<file path="src/rtl/awmc_pkg.sv">
// Shared types and helpers for the washing-machine controller.
// Latency: n/a (package only).
// Backpressure: n/a.
//
// stage_e      : 3-bit stage encoding; actuator drivers decode it directly.
// DEF_*        : default stage durations in clock cycles.
// stage_len()  : maps a stage to its duration (1 for non-timed stages).
package awmc_pkg;

  typedef enum logic [2:0] {
    S_IDLE  = 3'd0,
    S_FILL  = 3'd1,
    S_WASH  = 3'd2,
    S_DRAIN = 3'd3,
    S_RINSE = 3'd4,
    S_SPIN  = 3'd5,
    S_DONE  = 3'd6
  } stage_e;

  localparam int unsigned DEF_FILL  = 4;
  localparam int unsigned DEF_WASH  = 8;
  localparam int unsigned DEF_DRAIN = 3;
  localparam int unsigned DEF_RINSE = 6;
  localparam int unsigned DEF_SPIN  = 5;

  // Non-timed stages return 1 so the timer limit is never zero.
  function automatic int unsigned stage_len(
    input stage_e      s,
    input int unsigned fill_c,
    input int unsigned wash_c,
    input int unsigned drain_c,
    input int unsigned rinse_c,
    input int unsigned spin_c
  );
    case (s)
      S_FILL:  return fill_c;
      S_WASH:  return wash_c;
      S_DRAIN: return drain_c;
      S_RINSE: return rinse_c;
      S_SPIN:  return spin_c;
      default: return 1;
    endcase
  endfunction

endpackage

</file>
<file path="src/rtl/awmc_stage_timer.sv">
// Per-stage cycle counter; expire flags the last cycle of the current stage.
// Latency: count updates on the edge after enable; expire is combinational on count/limit.
// Backpressure: enable low freezes the count (pause / lid-open freeze).
//
// clk, reset : clock and asynchronous active-high reset
// clear      : zero the counter on the next edge (wins over enable)
// enable     : count one cycle
// limit      : stage duration in cycles (>= 1)
// expire     : count == limit-1
module awmc_stage_timer #(
  parameter int W = 3
) (
  input  logic         clk,
  input  logic         reset,
  input  logic         clear,
  input  logic         enable,
  input  logic [W:0]   limit,
  output logic         expire
);

  localparam logic [W:0] ONE = 1;

  logic [W-1:0] cnt;

  always_ff @(posedge clk or posedge reset) begin
    if (reset) begin
      cnt <= '0;
    end else if (clear) begin
      cnt <= '0;
    end else if (enable) begin
      cnt <= cnt + 1'b1;
    end
  end

  // Counter is one bit narrower than limit; it never needs to reach limit itself.
  assign expire = ({1'b0, cnt} == (limit - ONE));

endmodule

</file>
<file path="src/rtl/awmc.sv">
// Washing-machine programme sequencer: IDLE->FILL->WASH->DRAIN->RINSE->SPIN->DONE->IDLE.
// Latency: start sampled at edge k gives stage=FILL after edge k; outputs registered (Moore).
// Backpressure: lid open or pause high freezes stage and counter; the stage resumes where it left off.
//
// clk, reset : clock and asynchronous active-high reset
// start      : level programme request, honoured only in IDLE
// pause      : freeze while high
// lid        : 1 = closed; open freezes the programme
// stage      : current stage code, straight from the state register
// done       : high only during the single DONE cycle
module awmc
  import awmc_pkg::*;
#(
  parameter int unsigned FILL_CYCLES  = DEF_FILL,
  parameter int unsigned WASH_CYCLES  = DEF_WASH,
  parameter int unsigned DRAIN_CYCLES = DEF_DRAIN,
  parameter int unsigned RINSE_CYCLES = DEF_RINSE,
  parameter int unsigned SPIN_CYCLES  = DEF_SPIN
) (
  input  logic       clk,
  input  logic       reset,
  input  logic       start,
  input  logic       pause,
  input  logic       lid,
  output logic [2:0] stage,
  output logic       done
);

  localparam int unsigned MAX_A = (FILL_CYCLES > WASH_CYCLES) ? FILL_CYCLES : WASH_CYCLES;
  localparam int unsigned MAX_B = (DRAIN_CYCLES > RINSE_CYCLES) ? DRAIN_CYCLES : RINSE_CYCLES;
  localparam int unsigned MAX_C = (MAX_A > MAX_B) ? MAX_A : MAX_B;
  localparam int unsigned MAXC  = (MAX_C > SPIN_CYCLES) ? MAX_C : SPIN_CYCLES;
  localparam int          CW    = ($clog2(MAXC) < 1) ? 1 : $clog2(MAXC);

  stage_e      st;
  stage_e      nxt;
  logic        run;
  logic        active;
  logic        adv;
  logic        expire;
  logic        tclear;
  logic [CW:0] limit;

  always_comb begin
    run    = lid & ~pause;
    active = 1'b0;
    case (st)
      S_FILL, S_WASH, S_DRAIN, S_RINSE, S_SPIN: active = 1'b1;
      default:                                  active = 1'b0;
    endcase
    adv    = active & run & expire;
    // Counter is held at zero outside timed stages so each stage starts fresh.
    tclear = ~active | adv;
    limit  = (CW+1)'(stage_len(st, FILL_CYCLES, WASH_CYCLES, DRAIN_CYCLES,
                                RINSE_CYCLES, SPIN_CYCLES));

    nxt = st;
    case (st)
      S_IDLE:  if (start & run) nxt = S_FILL;
      S_FILL:  if (adv) nxt = S_WASH;
      S_WASH:  if (adv) nxt = S_DRAIN;
      S_DRAIN: if (adv) nxt = S_RINSE;
      S_RINSE: if (adv) nxt = S_SPIN;
      S_SPIN:  if (adv) nxt = S_DONE;
      S_DONE:  nxt = S_IDLE;
      default: nxt = S_IDLE;   // illegal code 7 recovers to IDLE
    endcase
  end

  always_ff @(posedge clk or posedge reset) begin
    if (reset) begin
      st   <= S_IDLE;
      done <= 1'b0;
    end else begin
      st   <= nxt;
      done <= (nxt == S_DONE);
    end
  end

  assign stage = st;

  awmc_stage_timer #(.W(CW)) u_timer (
    .clk    (clk),
    .reset  (reset),
    .clear  (tclear),
    .enable (run & active),
    .limit  (limit),
    .expire (expire)
  );

endmodule

</file>
<file path="config.mk">
export PLATFORM = sky130hd
export DESIGN_NAME = awmc
export DESIGN_NICKNAME = d
export VERILOG_FILES = /design/src/rtl/awmc_pkg.sv /design/src/rtl/awmc_stage_timer.sv /design/src/rtl/awmc.sv
export SDC_FILE = /design/constraint.sdc
export NUM_CORES = 1
export LEC_CHECK = 0
export ABC_AREA = 0
export CORE_AREA = 2 2 39 41
export CTS_CLUSTER_SIZE = 40
export DETAILED_ROUTE_END_ITERATION = 8
export DIE_AREA = 0 0 41 43
export GPL_TIMING_DRIVEN = 0
export PLACE_DENSITY = 0.74
export RECOVER_POWER = 100
export SLEW_MARGIN = 20
export SYNTH_ARGS = -nofsm -noshare
export SYNTH_HDL_FRONTEND = slang
export SYNTH_SLANG_ARGS = --single-unit
</file>
<file path="constraint.sdc">
create_clock -name clk -period 5.55 [get_ports clk]
set_input_delay 1.11 -clock clk [delete_from_list [all_inputs] [get_ports clk]]
set_output_delay 1.11 -clock clk [all_outputs]
set_load 0.1 [all_outputs]
</file>
## Yosys cells after proc, flatten, opt, wreduce, memory -nomap -nowiden

Cells that the tools add are included.

- Bitwise operators: 7
- $mul: 0
- Shifts and indexed selects: 0
- Mux-type cells: 11
- $lt $le $gt $ge: 0
- Eq/ne operators: 7
- Reductions and logical operators: 3
- $add $sub $neg: 2
- Divide/modulo/power cells: 0

Operators with widths:

| operator | number |
|---|---|
| $mux W3 | 8 |
| $pmux W4 S5 | 1 |
| $pmux W3 S6 | 1 |
| $eq A3 B3 Y1 const B | 3 |
| $eq A3 B2 Y1 const B | 2 |
| $reduce_or A5 Y1 | 1 |
| $and A1 B1 Y1 | 4 |
| $eq A3 B4 Y1 | 1 |
| $sub A4 B1 Y4 const B | 1 |
| $add A3 B1 Y3 const B | 1 |
| $eq A3 B1 Y1 const B | 1 |
| $logic_not A3 Y1 | 1 |
| $not A1 Y1 | 2 |
| $reduce_bool A2 Y1 | 1 |
| $mux W1 | 1 |
| $or A1 B1 Y1 | 1 |

- Word-level logic and storage cells: 33
- Bits in latches: 0
- Memories kept: 0
- RAM bits: 0
- Memory bits (read-only): 0
- Flip-flop bits (word level): 7
- Bits of input ports: 5

## Logic depth before layout (Yosys ltp)

Gate-level depths: netlist (run 1).

- Word-level depth: 8
- Gate-level depth with buffers: 8

## Modules after synthesis

From an unflattened synthesis (run 1), not the netlist that was laid out.

- Cell total of the unflattened synthesis: 54
- Area, all modules: 491.7 um^2

Modules (own cells, without submodules):

| module | area each (um^2) | cells an instance | instances |
|---|---|---|---|
| awmc | 266.5 | 31 | 1 |
| awmc_stage_timer | 225.2 | 23 | 1 |

## Worst setup path after synthesis (run 1)

Ideal clock, no wire load.

- Kind: reg2reg
- Start: reg st[1], in the netlist stage[1]
- End: reg st[0], in the netlist stage[0]
- Cell stages (with the launch flop): 9
- Data arrival time: 2.466 ns
- Setup slack: 2.965 ns
- Setup time: 0.120 ns
- Cell sequence: dfrtp_1 > buf_4 > nor2b_1 > a21oi_1 > ha_1 > xor2_1 > nand2_1 > a211o_1 > a31o_1

- Word-level cells in the longest chain between the ends: 7
- Elaborated cells on any way between the ends: 19
- Classes of those cells: add/sub (1); eq/ne (6); mux (8); bitwise (2); reduce/logical (2)

RTL lines:

| element | RTL line | text |
|---|---|---|
| start: declaration | awmc.sv:35 | `stage_e st;` |
| start signal: assignment | awmc.sv:75 | `st <= nxt;` |
| $eq A3 B3 Y1 (tied with other cells) | awmc_pkg.sv:35, awmc.sv:47, awmc.sv:58 |  |
| $pmux W4 S5 / $reduce_or A5 Y1 (equally long branches) | awmc_pkg.sv:35, awmc.sv:47 |  |
| $sub A4 B1 Y4 / $mux W1 (equally long branches) | awmc_stage_timer.sv:36, awmc.sv:47 |  |
| $eq A3 B4 Y1 / $and A1 B1 Y1 (equally long branches) | awmc_stage_timer.sv:36, awmc.sv:51 |  |
| $and A1 B1 Y1 | awmc.sv:51 | `adv = active & run & expire;` |
| $mux W3 (on tied branches) | n/a |  |
| $pmux W3 S6 * | awmc.sv:58 | `case (st)` |
| net nxt[0] | awmc.sv:36 | `stage_e nxt;` |

Mark *: on every way through the listed nets, which the timed path passes. The rest lies on a longest branch.
A chain may end at the register's enable or synchronous reset.

## Worst setup path after layout (run 1)

- Start: reg st[2], in the netlist stage[2]
- End: out stage[2]

RTL lines:

| element | RTL line | text |
|---|---|---|
| end: declaration | awmc.sv:25 | `output logic [2:0] stage,` |

No word-level cell between the ends.

==> metrics.txt, run 1 <==
largest net degree at the start of global routing=11; yosys warns=0; final hold viol count=0; adder-cell area share of the yosys netlist=4.72%; Antenna Diode Count=0; pwr/cell area=646 nW/um2; leak pwr=0.300 nW; outcome=complete, no violations; Crit path max-delay family=buffers and inverters; final setup fails=0; total gr overflow=0; Via Count=452; Syn Area/Cell=9.15 um2; Sink Count=7; post-synth top area share=33.0%; commonest non-fill, non-tap cell in the layout=dfrtp_1; First-pass DRT Iterations=4; commonest cells after routing, fill and taps aside=dfrtp_1 (7), nor2_1 (6), dlygate4sd3_1 (6); XOR/XNOR share of the synthesized area=13.2%; final worst setup slack=2.55 ns; Post-synth EDFFs=0; type of the worst setup path=reg2out; die width=41 um; Iter 0 DRT Violations=7; Distinct cells, synth=29; Post-Synthesis Cells=58; port bufs=8; CTS Hold Buffers Added=0; critical path arrival=1.89 ns; CP peak stage delay=1.22 ns; sequential cell area fraction in the yosys report=33.0%; DP Wirelength=750 um; Chip Height=43 um; CP max FO=4; largest family of logic cells by synthesized area=compound AO/OA/AOI/OAI gates; RSZ-0062 raised after global routing=no; Slowest cell on crit path=dlygate4sd3_1; H-tree depth=1; critical path launch point type=register; CTS tree=done; CP Cell Sequence=dlygate4sd3_1; fin cells=86; Slew @ Worst Pin=0.969 ns; mux cell area share after synthesis=1.89%; most common flop cell mapped by yosys=dfrtp_1; Initial Utilization=38.3%; crit path capture type=primary output; Worst-Skew Late Latency=0.26 ns; VDD IR max=0.343 mV; final design utilization=47.4%; WL per Instance=11.3 um; Area contributors post-synth=dfrtp_1 (33%), xnor2_1 (8.3%), xor2_1 (5.0%); Crit path required time=4.44 ns; total design power=0.423 mW; Longest Clk Path Bufs=2; WL final=968 um; vias in the first global route=409; Max-Slew Margin vs Limit=35.2%; Core ar.=1380 um2; layout cells sized above 1=12.9%; Period Utilization, post-route=54.0%; HP Class=reg2reg; DIE AREA=1760 um2; GPL Wtd Cong=0.779; antenna viol nets, final=0; fin. max-slew vios=0; postcts setup bufs=0; synthesized area=531 um2; number of CTS-inserted buffers=3; nets=78; simple-gate share of the synthesized area=15.3%; DRC viols=0; Via density=5.26; Clock transition at path regs=0.05 ns; Tot GR Track Use=14.6%; fill cell count=133; Fin Setup TNS=0 ns; buffers plus inverters on the worst setup path=1; final hold slack=0.571 ns; share of async-settable or async-resettable flops after synthesis=100%; Post-Place Cell Area=631 um2; Core Rows=14; Compound-Gate Fraction of Synth Area=23.1%; dominant cell type by area after synthesis=dfrtp_1; post-cts resize count=0; Peak Freq=0.334 GHz; DP Worst Slack=2.89 ns; fin crit period=3.00 ns; global-route wire length before repair=1690 um; Area growth, synth to finish=23.6%; Synth Net Count=65; Non-Filler Cell Area, Final=656 um2; dpl cells=82; flops & latches, synth=7; Max-Cap Viols=0; Root Buffer=clkbuf_4; I/O Pins=9; initial antenna violation count=0; Worst Skew=0.00836 ns
-- Yosys cell counts (all sizes together) (2+ instances only) --
cell	instances
buf	3
dfrtp	7
nand2	5
nor3	2
ha	2
a21oi	3
a31o	2
nor2	6
inv	3
o21ai	2
xnor2	5
nor2b	2
xor2	3
-- report_power, final --
part | internal (mW) | switching (mW)
sequential | 0.0704 | 0.0200
clock | 0.0275 | 0.0194
combinational | 0.105 | 0.181
-- kinds of logic after synthesis --
family / Yosys count
AOI/OAI and AO/OA: 15
muxes: 1
DFF: 7
and+or+nand+nor: 18
adders and majority gates: 2
buffers and inverters: 7
xor gates and xnor gates: 8
-- tightest hold or removal path: cells and delay by family, from the launching register on --
kind          cells  cell delay, ns
flops             1            0.37
xor+xnor          1            0.08
simple gates      1            0.08
-- final cells by class --
type	count	area, um2	area share, %
multi-input cells	44	309	47.1
flip-flops and latches	7	175	26.7
repair buffers	8	80.1	12.2
plain buffers	4	33.8	5.15
clock buffers	4	26.3	4.01
well taps	16	20.0	3.05
inverters	3	11.3	1.72
-- layer usage --
metal,global-route usage (%),wire (um),vias up
met1,16.4,392,211
li1,-,-,224
met4,8.00,21,0
met5,0,0,-
met2,21.3,493,12
met3,7.85,60,5
-- sequential cells by signal, indices dropped and copies added, names as in the netlist --
register	flops
done	1
stage	3
u_timer.cnt	3
-- worst paths after layout --
check	from	endpoint	slack, ns	cells past startpoint
min	u_timer.cnt[2]	u_timer.cnt[2]	0.57	2
min in group asynchronous	reset	stage[2]	1.20	2
max reg2reg	stage[1]	u_timer.cnt[1]	3.46	8
min reg2reg	u_timer.cnt[2]	u_timer.cnt[2]	0.57	2
max	stage[2]	stage[2]	2.55	1
max in group asynchronous	reset	u_timer.cnt[1]	4.14	2
Power figures use the tool's default switching activity.
==> run 2: changes to the inputs <==
Settings changed: PLACE_DENSITY 0.74 to 0.76.
Clock period 5.55 ns to 2.7 ns, I/O delays scaled along.
==> run 2 against run 1 <==
  * Design area rose by 0.19%
  * Largest cell class unchanged
  * Flip-flop and latch count did not move
  * Setup slack got worse by 2.3 ns
==> metrics.txt, run 2 (synthesis gave the netlist of run 1 again) <==
outcome=complete, no violations; Worst-Skew Late Latency=0.24 ns; Antenna Diode Count=0; total design power=0.864 mW; CP peak stage delay=1.22 ns; final setup fails=0; pwr/cell area=1310 nW/um2; critical path arrival=1.86 ns; Core ar.=1380 um2; type of the worst setup path=reg2out; Fin Setup TNS=0 ns; Iter 0 DRT Violations=11; Post-Place Cell Area=631 um2; final design utilization=47.5%; CP Cell Sequence=dlygate4sd3_1; Peak Freq=0.417 GHz; leak pwr=0.303 nW; Via density=5.24; largest net degree at the start of global routing=11; Period Utilization, post-route=88.9%; CTS Hold Buffers Added=0; fin crit period=2.40 ns; CP max FO=4; port bufs=8; commonest non-fill, non-tap cell in the layout=dfrtp_1; final hold viol count=0; H-tree depth=1; DP Worst Slack=0.616 ns; VDD IR max=0.775 mV; Root Buffer=clkbuf_4; DIE AREA=1760 um2; critical path launch point type=register; Non-Filler Cell Area, Final=657 um2; area of the multi-input gates=309 um2; crit path capture type=primary output; nets=78; final hold slack=0.561 ns; CTS tree=done; Via Count=451; RSZ-0062 raised after global routing=no; I/O Pins=9; buffers plus inverters on the worst setup path=1; Chip Height=43 um; dpl cells=82; Max-Cap Viols=0; Slew @ Worst Pin=0.970 ns; GPL Wtd Cong=0.806; Hold Path Depth=2; Worst Skew=0.00308 ns; Area growth, synth to finish=23.8%; Crit path max-delay family=buffers and inverters; post-cts resize count=0; Longest Clk Path Bufs=2; Crit path required time=2.16 ns; WL per Instance=10.8 um; Max-Slew Margin vs Limit=35.1%; die width=41 um; number of CTS-inserted buffers=3; CP Depth=1; total gr overflow=0; HP Class=reg2reg; Tot GR Track Use=13.3%; postcts setup bufs=0; R2R cell count=8; global-route wire length before repair=1550 um; fill cell count=126; WL final=928 um; vias in the first global route=372; commonest cells after routing, fill and taps aside=dfrtp_1 (7), nor2_1 (6), xnor2_1 (5), nand2_1 (5), dlygate4sd3_1 (5); antenna viol nets, final=0; fin cells=86; Sink Count=7; fin. max-slew vios=0; layout cells sized above 1=14.3%; Core Rows=14; final worst setup slack=0.300 ns; Reg area=175 um2; First-pass DRT Iterations=4; Slowest cell on crit path=dlygate4sd3_1; DRC viols=0; DP Wirelength=723 um; initial antenna violation count=0; Clock transition at path regs=0.05 ns; Initial Utilization=38.3%
-- run 2: routing by layer --
layer | vias up | routed length (um) | GRT usage, %
met4 | 0 | 0 | 2.00
met1 | 213 | 374 | 15.8
met3 | 0 | 62 | 7.85
met2 | 14 | 491 | 20.3
li1 | 224 | - | -
met5 | - | 0 | 0
-- run 2: final timing paths --
kind                             endpoint  slack, ns            from
max in group asynchronous  u_timer.cnt[1]       1.84           reset
hold reg to reg            u_timer.cnt[2]       0.56  u_timer.cnt[2]
setup / recovery                 stage[2]       0.30        stage[2]
hold / removal             u_timer.cnt[2]       0.56  u_timer.cnt[2]
min in group asynchronous            done       0.65           reset
setup reg to reg           u_timer.cnt[1]       0.60        stage[1]
-- run 2: cell type report --
type	instances	area share, %
Buffer	4	5.33
Clock buffer	4	4.00
Inverter	3	1.71
Multi-Input combinational cell	44	47.0
Sequential cell	7	26.7
Tap cell	16	3.05
Timing Repair Buffer	8	12.2
-- run 2: worst min-delay path: cells and delay by family, from the launching register on --
family / cells / cell delay, ns
simple gates: 1 / 0.07
flops: 1 / 0.37
xor+xnor: 1 / 0.08
-- run 2: where the power goes --
part / switching (mW) / internal [mW]
Clock: 0.0335 / 0.0561
Combinational: 0.371 / 0.216
Sequential: 0.0420 / 0.145
